==> config.mk <==
export PLATFORM = sky130hd
export DESIGN_NAME = mux_sel_scanner
export DESIGN_NICKNAME = d
export VERILOG_FILES = /design/src/rtl/mux_sel_pkg.sv /design/src/rtl/mux_sel_scanner_key_debounce.sv /design/src/rtl/mux_sel_scanner.sv
export SDC_FILE = /design/constraint.sdc
export NUM_CORES = 1
export LEC_CHECK = 0
export ABC_CLOCK_PERIOD_IN_PS = 1700
export CORE_MARGIN = 3
export CORE_UTILIZATION = 49
export DETAILED_ROUTE_END_ITERATION = 10
export GPL_TIMING_DRIVEN = 1
export PLACE_DENSITY = 0.73
export SETUP_SLACK_MARGIN = 0.2
export SLEW_MARGIN = 20
export SYNTH_ARGS = -nofsm -noshare
export SYNTH_HDL_FRONTEND = slang
export SYNTH_SLANG_ARGS = --single-unit
==> constraint.sdc <==
create_clock -name CLOCK_50 -period 1.7 [get_ports CLOCK_50]
set_input_delay 0.255 -clock CLOCK_50 [delete_from_list [all_inputs] [get_ports CLOCK_50]]
set_output_delay 0.255 -clock CLOCK_50 [all_outputs]
set_load 0.005 [all_outputs]
==> src/rtl/mux_sel_pkg.sv <==
// Shared types and constants for the LED mux select-line scanner.
package mux_sel_pkg;

  localparam int SEL_W = 2;
  localparam logic [SEL_W-1:0] SEL_MAX = 2'd3;

  typedef enum logic [1:0] {
    ST_MANUAL = 2'd0,
    ST_AUTO   = 2'd1,
    ST_HOLD   = 2'd2
  } state_t;

endpackage

==> src/rtl/mux_sel_scanner_key_debounce.sv <==
// Push-button conditioner: 2-flop synchronizer, optional debouncer, rising-edge pulse.
// Debouncer is compiled in only when MUX_SEL_SCANNER_DEBOUNCE_EN is defined.
module key_debounce #(
  parameter int DEBOUNCE_CYCLES = 500_000
) (
  input  logic clk,
  input  logic rst,
  input  logic key,
  output logic pulse
);

  if (DEBOUNCE_CYCLES < 1) begin : g_bad_cfg
    $error("key_debounce: DEBOUNCE_CYCLES must be at least 1");
  end

  logic       sync0, sync1;
  logic       level, level_prev;
  logic       armed;
  logic [1:0] fill;

  // armed stays low until the synchronized key has been seen released, so a
  // button held through reset cannot produce a step.
  always_ff @(posedge clk or posedge rst) begin
    if (rst) begin
      sync0      <= 1'b0;
      sync1      <= 1'b0;
      fill       <= 2'b00;
      armed      <= 1'b0;
      level_prev <= 1'b0;
    end else begin
      sync0      <= key;
      sync1      <= sync0;
      fill       <= {fill[0], 1'b1};
      armed      <= armed | (fill[1] & ~sync1);
      level_prev <= level;
    end
  end

`ifdef MUX_SEL_SCANNER_DEBOUNCE_EN
  localparam int CW = $clog2(DEBOUNCE_CYCLES + 1);
  localparam logic [CW-1:0] CNT_TC = CW'(DEBOUNCE_CYCLES - 1);

  logic [CW-1:0] cnt;

  always_ff @(posedge clk or posedge rst) begin
    if (rst) begin
      cnt   <= '0;
      level <= 1'b0;
    end else if (sync1 == level) begin
      cnt <= '0;
    end else if (cnt == CNT_TC) begin
      cnt   <= '0;
      level <= sync1;
    end else begin
      cnt <= cnt + 1'b1;
    end
  end
`else
  assign level = sync1;
`endif

  assign pulse = level & ~level_prev & armed;

endmodule

==> src/rtl/mux_sel_scanner.sv <==
// Select-line generator for the 4:1 LED mux: manual button steps, auto-scan, or hold.
// Build option: MUX_SEL_SCANNER_DEBOUNCE_EN enables the STEP debouncer.
module mux_sel_scanner
  import mux_sel_pkg::*;
#(
  parameter int PRESCALE        = 50_000_000,
  parameter int DEBOUNCE_CYCLES = 500_000
) (
  input  logic             CLOCK_50,
  input  logic             RESET,
  input  logic             STEP,
  input  logic             MODE,
  input  logic             HOLD,
  output logic [SEL_W-1:0] SEL,
  output logic             SEL_STB,
  output logic [1:0]       STATE
);

  localparam int PW = $clog2(PRESCALE);
  localparam logic [PW-1:0] PRESC_TC = PW'(PRESCALE - 1);

  state_t           state_q, state_d;
  logic [PW-1:0]    presc_q, presc_d;
  logic [SEL_W-1:0] sel_d;
  logic             stb_d;
  logic             step_pulse;

  key_debounce #(
    .DEBOUNCE_CYCLES(DEBOUNCE_CYCLES)
  ) u_step (
    .clk  (CLOCK_50),
    .rst  (RESET),
    .key  (STEP),
    .pulse(step_pulse)
  );

  always_ff @(posedge CLOCK_50 or posedge RESET) begin
    if (RESET) begin
      state_q <= ST_MANUAL;
      presc_q <= '0;
      SEL     <= '0;
      SEL_STB <= 1'b0;
    end else begin
      state_q <= state_d;
      presc_q <= presc_d;
      SEL     <= sel_d;
      SEL_STB <= stb_d;
    end
  end

  // Actions are gated by both current and next state, so a HOLD or MODE change
  // arriving this cycle overrides a pending terminal count or button step.
  always_comb begin
    state_d = ST_MANUAL;
    presc_d = presc_q;
    sel_d   = SEL;
    stb_d   = 1'b0;

    case (state_q)
      ST_MANUAL, ST_AUTO, ST_HOLD: begin
        if (HOLD)      state_d = ST_HOLD;
        else if (MODE) state_d = ST_AUTO;
        else           state_d = ST_MANUAL;
      end
      default: state_d = ST_MANUAL;
    endcase

    if (state_d == ST_AUTO) begin
      if (state_q != ST_AUTO) begin
        presc_d = '0;
      end else if (presc_q == PRESC_TC) begin
        presc_d = '0;
        stb_d   = 1'b1;
      end else begin
        presc_d = presc_q + 1'b1;
      end
    end else if (state_d == ST_MANUAL && state_q == ST_MANUAL) begin
      stb_d = step_pulse;
    end

    if (stb_d) sel_d = (SEL == SEL_MAX) ? '0 : SEL + 1'b1;
  end

  assign STATE = state_q;

endmodule

==> flow_metrics.env, run 1 <==
export IMPL_status="finished, violations left"
export IMPL_violations="setup timing"
export IMPL_ys_types=42
export IMPL_arrival_ps=2060
export IMPL_wirelength_um=5839
export IMPL_hpwl_um=3754
export IMPL_pin_count=10
export IMPL_async_reset_ff_share_pct=100.0
export IMPL_grt_pass1_wl_um=9059
export IMPL_multi_input_area_um2=1146
export IMPL_drv_cap=0
export IMPL_die_area_um2=4612
export IMPL_net_switching_power_uw=483.5
export IMPL_design_area_um2=2894
export IMPL_comb_power_share_pct=14.2
export IMPL_leakage_nw=1.335
export IMPL_rr_endpoint="SEL[1]$_DFFE_PP0P_"
export IMPL_fill_cells=200
export IMPL_wl_per_cell_um=18.02
export IMPL_critical_path_max_stage_delay_ps=410
export IMPL_cp_required_ps=1890
export IMPL_synthTopCellsByCount="dfrtp_1, nand2_1, nor2_1"
export IMPL_cts_buffers=5
export IMPL_yosysMostFrequentCell="dfrtp_1"
export IMPL_max_vdd_ir_drop_mv=0.5340
export IMPL_syn_area_um2=1878
export IMPL_ant_nets=0
export IMPL_timing_rr_start="presc_q[10]$_DFFE_PP0P_"
export IMPL_worst_skew_pair_late_latency_ps=300
export IMPL_cts_tree="yes"
export IMPL_core_area_um2=3521
export IMPL_cp_cell_sequence="nor4bb_2 -> and4_4 -> nand4_1 -> o21ai_2 -> mux2_4"
export IMPL_yosysTopAreaCell="dfrtp_1"
export IMPL_die_height_um=67.91
export IMPL_crit_slowest_cell="dfrtp_1"
export IMPL_synth_edf_count=0
export IMPL_area_delta_synth_final_pct=54.10
export IMPL_drv_slew=0
export IMPL_cp_start_kind="flip-flop"
export IMPL_track_usage_pct=26.68
export IMPL_rows=21
export IMPL_cp_end_kind="flip-flop"
export IMPL_vias=1949
export IMPL_ys_seq_area_share_pct=49.30
export IMPL_crit_family="simple AND/OR/NAND/NOR gates"
export IMPL_initial_core_util_pct=53.34
export IMPL_pwr_share_seq_pct=49.5
export IMPL_max_freq_ghz=0.5338
export IMPL_cts_htree_levels=2
export IMPL_final_cells=324
export IMPL_p_sw_share_pct=25.28
export IMPL_final_setup_viol_count=28
export IMPL_grt_pass1_vias=1918
export IMPL_dpl_cell_area_um2=2492
export IMPL_port_buffers=9
export IMPL_cts_clk_slew_worst_paths_ps=80
export IMPL_diodes=0
export IMPL_power_density_nw_per_um2=661.0
export IMPL_synth_nets=206
export IMPL_cp_num_buf_inv=0
export IMPL_finalHoldViolations=0
export IMPL_seqCellArea_um2=927.1
export IMPL_synth_seq_cells=37
export IMPL_power_mw=1.913
export IMPL_path_class="reg -> reg"
export IMPL_min_period_ps=1874
export IMPL_r2r_slack_ps=-170
export IMPL_hp_class="in -> async"
export IMPL_yosys_area_top_type_share_pct=49.30
export IMPL_synth_warnings=0
export IMPL_drtPass1Iterations=5
export IMPL_synthTopCellsByArea="dfrtp_1, nand2_1, nand3_1"
export IMPL_drc=0
export IMPL_clk_root_buffer_cell="clkbuf_8"
export IMPL_antenna_found_initial=0
export IMPL_internal_power_mw=1.429
export IMPL_grt_max_degree=38
export IMPL_rsz0062_at_grt="true"
export IMPL_cts_sinks=37
export IMPL_grt_overflow=0
export IMPL_viasPerCell=6.015
export IMPL_worstRegToRegCells=5
export IMPL_dp_cells=304
export IMPL_clock_power_share_pct=36.3
export IMPL_syn_inst=199
export IMPL_setup_ws_ps=-173.5
export IMPL_fin_util_pct=82.20
export IMPL_cts_path_max_buffers=2
export IMPL_synth_flop_cell="dfrtp_1"
export IMPL_drive_above_1_share_pct=41.37
export IMPL_synth_avg_cell_area_um2=9.437
export IMPL_final_period_utilization_pct=110.2
export IMPL_die_w_um=67.91
export IMPL_crit_path_max_fanout=3
export IMPL_fin_skew_ps=10.87
export IMPL_gp_congestion=0.9471
export IMPL_first_iter_violations=146
export IMPL_num_nets_final=284
cell usage in the layout, fill, tap and decap left out, types with 2 or more instances in the layout:
master           Yosys  layout
clkbuf_8             0       7
or4_1                3       2
o21ai_1              2       5
nor2_4               0       6
mux2_4               0       2
and2_1               2       2
nand2b_1             2       2
a22o_1               4       4
nand2_1             25      22
dlymetal6s2s_1       0       3
nand3_2              0       3
inv_1                6       6
xnor2_1              6       5
nor4_2               0       3
nor3_2               0       2
nor4_1               6       2
buf_6                0       6
nor2_1              20      13
and4_1               3       2
or4_4                1       2
a21o_1               3       3
buf_4                0      60
dfrtp_1             37      36
nand3_1             16      13
clkdlybuf4s50_1      0       6
o21ai_0             12       8
nor3_1               5       2
and3_1               3       3
nand4_1              7       7
o22ai_1              2       2
a21oi_1              5       4
nor4_4               1       2
power by group through the flow:
stage               combinational, mW  clock (mW)  sequential, mW
detailed placement              0.222           0           0.958
global route                    0.292       0.728           0.950
finish                          0.272       0.694           0.947
CTS                             0.249       0.689           0.943
floorplan                      0.0966           0           0.958
global placement                0.211           0           0.955
cell type report:
cell class	instances	share of cell area [%]
clock buffers	7	3.329
multi-input cells	150	39.60
clock inverters	1	0.1729
repair buffers	76	21.96
well taps	46	1.989
inverters	7	0.9079
flip-flops and latches	37	32.04
logic make-up after synthesis:
kind of cell | after synthesis | share of synthesized area, %
fa+ha+maj | 2 | 1.332
buf+inv | 12 | 2.531
other cells | 1 | 0.1997
mux | 2 | 1.199
flops | 37 | 49.30
simple gates | 102 | 29.18
xor+xnor | 7 | 3.265
compound gates | 36 | 12.99
layer usage:
metal  GRT usage (%)  vias up  share of wire [%]
met5               0        -                  0
met4           11.91        0                4.3
met3           5.747       27                3.9
met2           47.51       68                 51
li1                -      887                  -
met1           30.54      967                 40
metrics by stage:
| stage | setup TNS (ps) | hold WS, ps | worst slack (ps) |
|---|---|---|---|
| detailed placement | -3523 | 345.9 | -199.1 |
| floorplan | 0 | 286.4 | 41.80 |
| global route | -4472 | 364.4 | -204.3 |
| finish | -3314 | 358.2 | -173.5 |
| CTS | -1543 | 362.6 | -123.7 |
| global placement | -2595 | 336.3 | -181.5 |
registers in the layout, summed over array words and instances (netlist names):
signal             count
u_step.level           1
SEL                    2
presc_q               26
STATE                  2
u_step.sync0           1
SEL_STB                1
u_step.level_prev      1
u_step.fill            2
u_step.armed           1
tightest hold or removal path, delay by kind of cell:
family / cells / cell delay [ps]
buffers and inverters: 3 / 840
repair_timing:
action	CTS	global route
setup endpoints to repair	27	32
buffers inserted	5	7
hold buffers	0	0
pin swaps	10	9
gates resized for setup	28	21
how the worst max path moves through the flow:
stage	from	endpoint	slack, ps	depth (start not counted)
3_3_place_gp	MODE	presc_q[22]$_DFFE_PP0P_	-180	7
5_1_grt	presc_q[7]$_DFFE_PP0P_	SEL[1]$_DFFE_PP0P_	-200	5
4_1_cts	presc_q[10]$_DFFE_PP0P_	presc_q[14]$_DFFE_PP0P_	-120	5
3_5_place_dp	MODE	presc_q[24]$_DFFE_PP0P_	-200	7
6_report	presc_q[10]$_DFFE_PP0P_	SEL[1]$_DFFE_PP0P_	-170	5
2_1_floorplan	presc_q[5]$_DFFE_PP0P_	presc_q[14]$_DFFE_PP0P_	40	4
Power figures use the tool's default switching activity.
==> run 2: changes to the inputs <==
- REMOVE_ABC_BUFFERS: unset -> 1
- TNS_END_PERCENT: unset -> 1
==> run 2 against run 1 <==
Effect of this change: the flow still finishes with violations (setup timing); sequential power decreased by 0.7%; largest cell class unchanged; total power decreased by 6.4%; worst setup slack worse by 12 ps; cell count fell by 0.62%; die area unchanged; clock skew up 0.73 ps; cell area decreased by 6.2%; highest routed layer unchanged; flip-flop and latch count unchanged; critical path depth increased by 4; routed wire length fell by 5.3%; hold slack got worse by 1.6 ps.
==> flow_metrics.env, run 2 (synthesis results as in run 1) <==
export IMPL_status="finished, violations left"
export IMPL_violations="setup timing"
export IMPL_track_usage_pct=26.47
export IMPL_net_switching_power_uw=467.0
export IMPL_timing_rr_start="presc_q[10]$_DFFE_PP0P_"
export IMPL_regMostFlops="presc_q"
export IMPL_wl_met1_um=2121
export IMPL_comb_power_share_pct=12.9
export IMPL_fin_skew_ps=11.61
export IMPL_viasPerCell=6.034
export IMPL_cts_tree="yes"
export IMPL_wirelength_um=5527
export IMPL_timing_setup_tns_ps=-2030
export IMPL_rows=21
export IMPL_drc=0
export IMPL_max_freq_ghz=0.5304
export IMPL_antenna_found_initial=0
export IMPL_port_buffers=9
export IMPL_crit_path_max_fanout=6
export IMPL_wl_per_cell_um=17.16
export IMPL_startpoint="presc_q[10]$_DFFE_PP0P_"
export IMPL_min_period_ps=1886
export IMPL_power_density_nw_per_um2=659.7
export IMPL_die_height_um=67.91
export IMPL_final_cells=322
export IMPL_drv_slew=0
export IMPL_die_area_um2=4612
export IMPL_largest_reg_flops=26
export IMPL_cts_htree_levels=2
export IMPL_cts_sinks=37
export IMPL_internal_power_mw=1.323
export IMPL_crit_end="presc_q[16]$_DFFE_PP0P_"
export IMPL_setup_ws_ps=-185.5
export IMPL_die_w_um=67.91
export IMPL_grt_pass1_vias=1945
export IMPL_grt_pass1_wl_um=8873
export IMPL_dp_cells=310
export IMPL_drv_cap=0
export IMPL_rr_endpoint="presc_q[16]$_DFFE_PP0P_"
export IMPL_wl_met3_um=428
export IMPL_worstRegToRegCells=9
export IMPL_path_class="reg -> reg"
export IMPL_drive_above_1_share_pct=35.14
export IMPL_first_iter_violations=257
export IMPL_cts_buffers=5
export IMPL_rsz0062_at_grt="true"
export IMPL_final_cell_mix="buf_4, dfrtp_1, nand2_1, nor2_1, nand3_1"
export IMPL_initial_core_util_pct=53.34
export IMPL_p_sw_share_pct=26.08
export IMPL_gp_congestion=0.9328
export IMPL_pin_count=10
export IMPL_final_period_utilization_pct=110.9
export IMPL_clk_root_buffer_cell="clkbuf_8"
export IMPL_cp_required_ps=1880
export IMPL_pwr_share_seq_pct=52.5
export IMPL_max_vdd_ir_drop_mv=0.6433
export IMPL_holdWs_ps=356.6
export IMPL_cts_path_max_buffers=2
export IMPL_cp_start_kind="flip-flop"
export IMPL_arrival_ps=2070
export IMPL_top_layer="met4"
export IMPL_r2r_slack_ps=-190
export IMPL_cp_end_kind="flip-flop"
export IMPL_vias=1943
export IMPL_finalHoldViolations=0
export IMPL_grt_overflow=0
export IMPL_drtPass1Iterations=5
export IMPL_ant_nets=0
export IMPL_route_met2_wl_um=2826
export IMPL_diodes=0
export IMPL_grt_max_degree=38
export IMPL_worst_skew_pair_late_latency_ps=300
export IMPL_core_area_um2=3521
export IMPL_leakage_nw=1.282
export IMPL_cts_clk_slew_worst_paths_ps=80
export IMPL_hpwl_um=3857
export IMPL_layout_commonest_cell="buf_4"
export IMPL_area_delta_synth_final_pct=44.50
export IMPL_final_setup_viol_count=23
export IMPL_hp_class="in -> async"
export IMPL_num_nets_final=282
export IMPL_clock_power_share_pct=34.6
[run 2: critical path, stage by stage, from the launching register on]
cell	delay, ps
dfrtp_1	420
buf_4	170
nand3_1	110
buf_4	170
nor4_4	160
buf_4	180
buf_4	100
nand3_1	90
a21o_1	190
a22o_1	180
[run 2: final cells by class]
cell class                 count  area (µm²)
multi-input combinational    150        1032
inverter                       7       26.28
tap                           46       57.56
clock buffer                   5       68.82
fill                         250       807.0
timing repair buffer          74       585.6
clock inverter                 3       17.52
sequential                    37       925.9
[run 2: how the worst min path moves through the flow]
stage	end	slack, ps	cells past startpoint
global placement	u_step.fill[1]$_DFF_PP0_	340	0
global route	u_step.fill[1]$_DFF_PP0_	360	0
CTS	u_step.fill[1]$_DFF_PP0_	360	0
detailed placement	u_step.fill[1]$_DFF_PP0_	340	0
finish	presc_q[1]$_DFFE_PP0P_	360	3
floorplan	u_step.sync0$_DFF_PP0_	290	0
[run 2: power by group through the flow]
stage | combinational (mW) | sequential (mW) | clock (mW)
floorplan | 0.0832 | 0.957 | 0
global placement | 0.202 | 0.953 | 0
detailed placement | 0.220 | 0.957 | 0
CTS | 0.238 | 0.941 | 0.625
global route | 0.253 | 0.946 | 0.653
finish | 0.231 | 0.940 | 0.619
[run 2: per-layer routing]
| metal | track usage (%) | vias to the layer above |
|---|---|---|
| li1 | - | 876 |
| met1 | 30.90 | 955 |
| met2 | 43.86 | 93 |
| met3 | 6.568 | 19 |
| met4 | 15.88 | 0 |
| met5 | 0 | - |
[run 2: per-stage QoR]
step / util (%) / power [mW] / area, µm² / setup slack [ps]
floorplan: - / 1.040 / 1857 / -127.7
global placement: 69.94 / 1.155 / 2462 / -175.7
detailed placement: 69.94 / 1.177 / 2462 / -326.7
CTS: 74.73 / 1.803 / 2631 / -127.1
global route: 77.08 / 1.852 / 2714 / -255.0
finish: 77.08 / 1.790 / 2714 / -185.5
[run 2: repair_timing]
action / CTS / global route
pin swaps: 9 / 3
hold endpoints to repair: 0 / 0
gates resized for setup: 20 / 13
hold buffers: 0 / 0
setup buffers: 2 / 2
setup endpoints to repair: 29 / 30
==> run 3: changes to the inputs <==
- CAP_MARGIN: unset -> 20
==> results of run 3 <==
Final layout, timing and power as in run 2 (identical DEF).
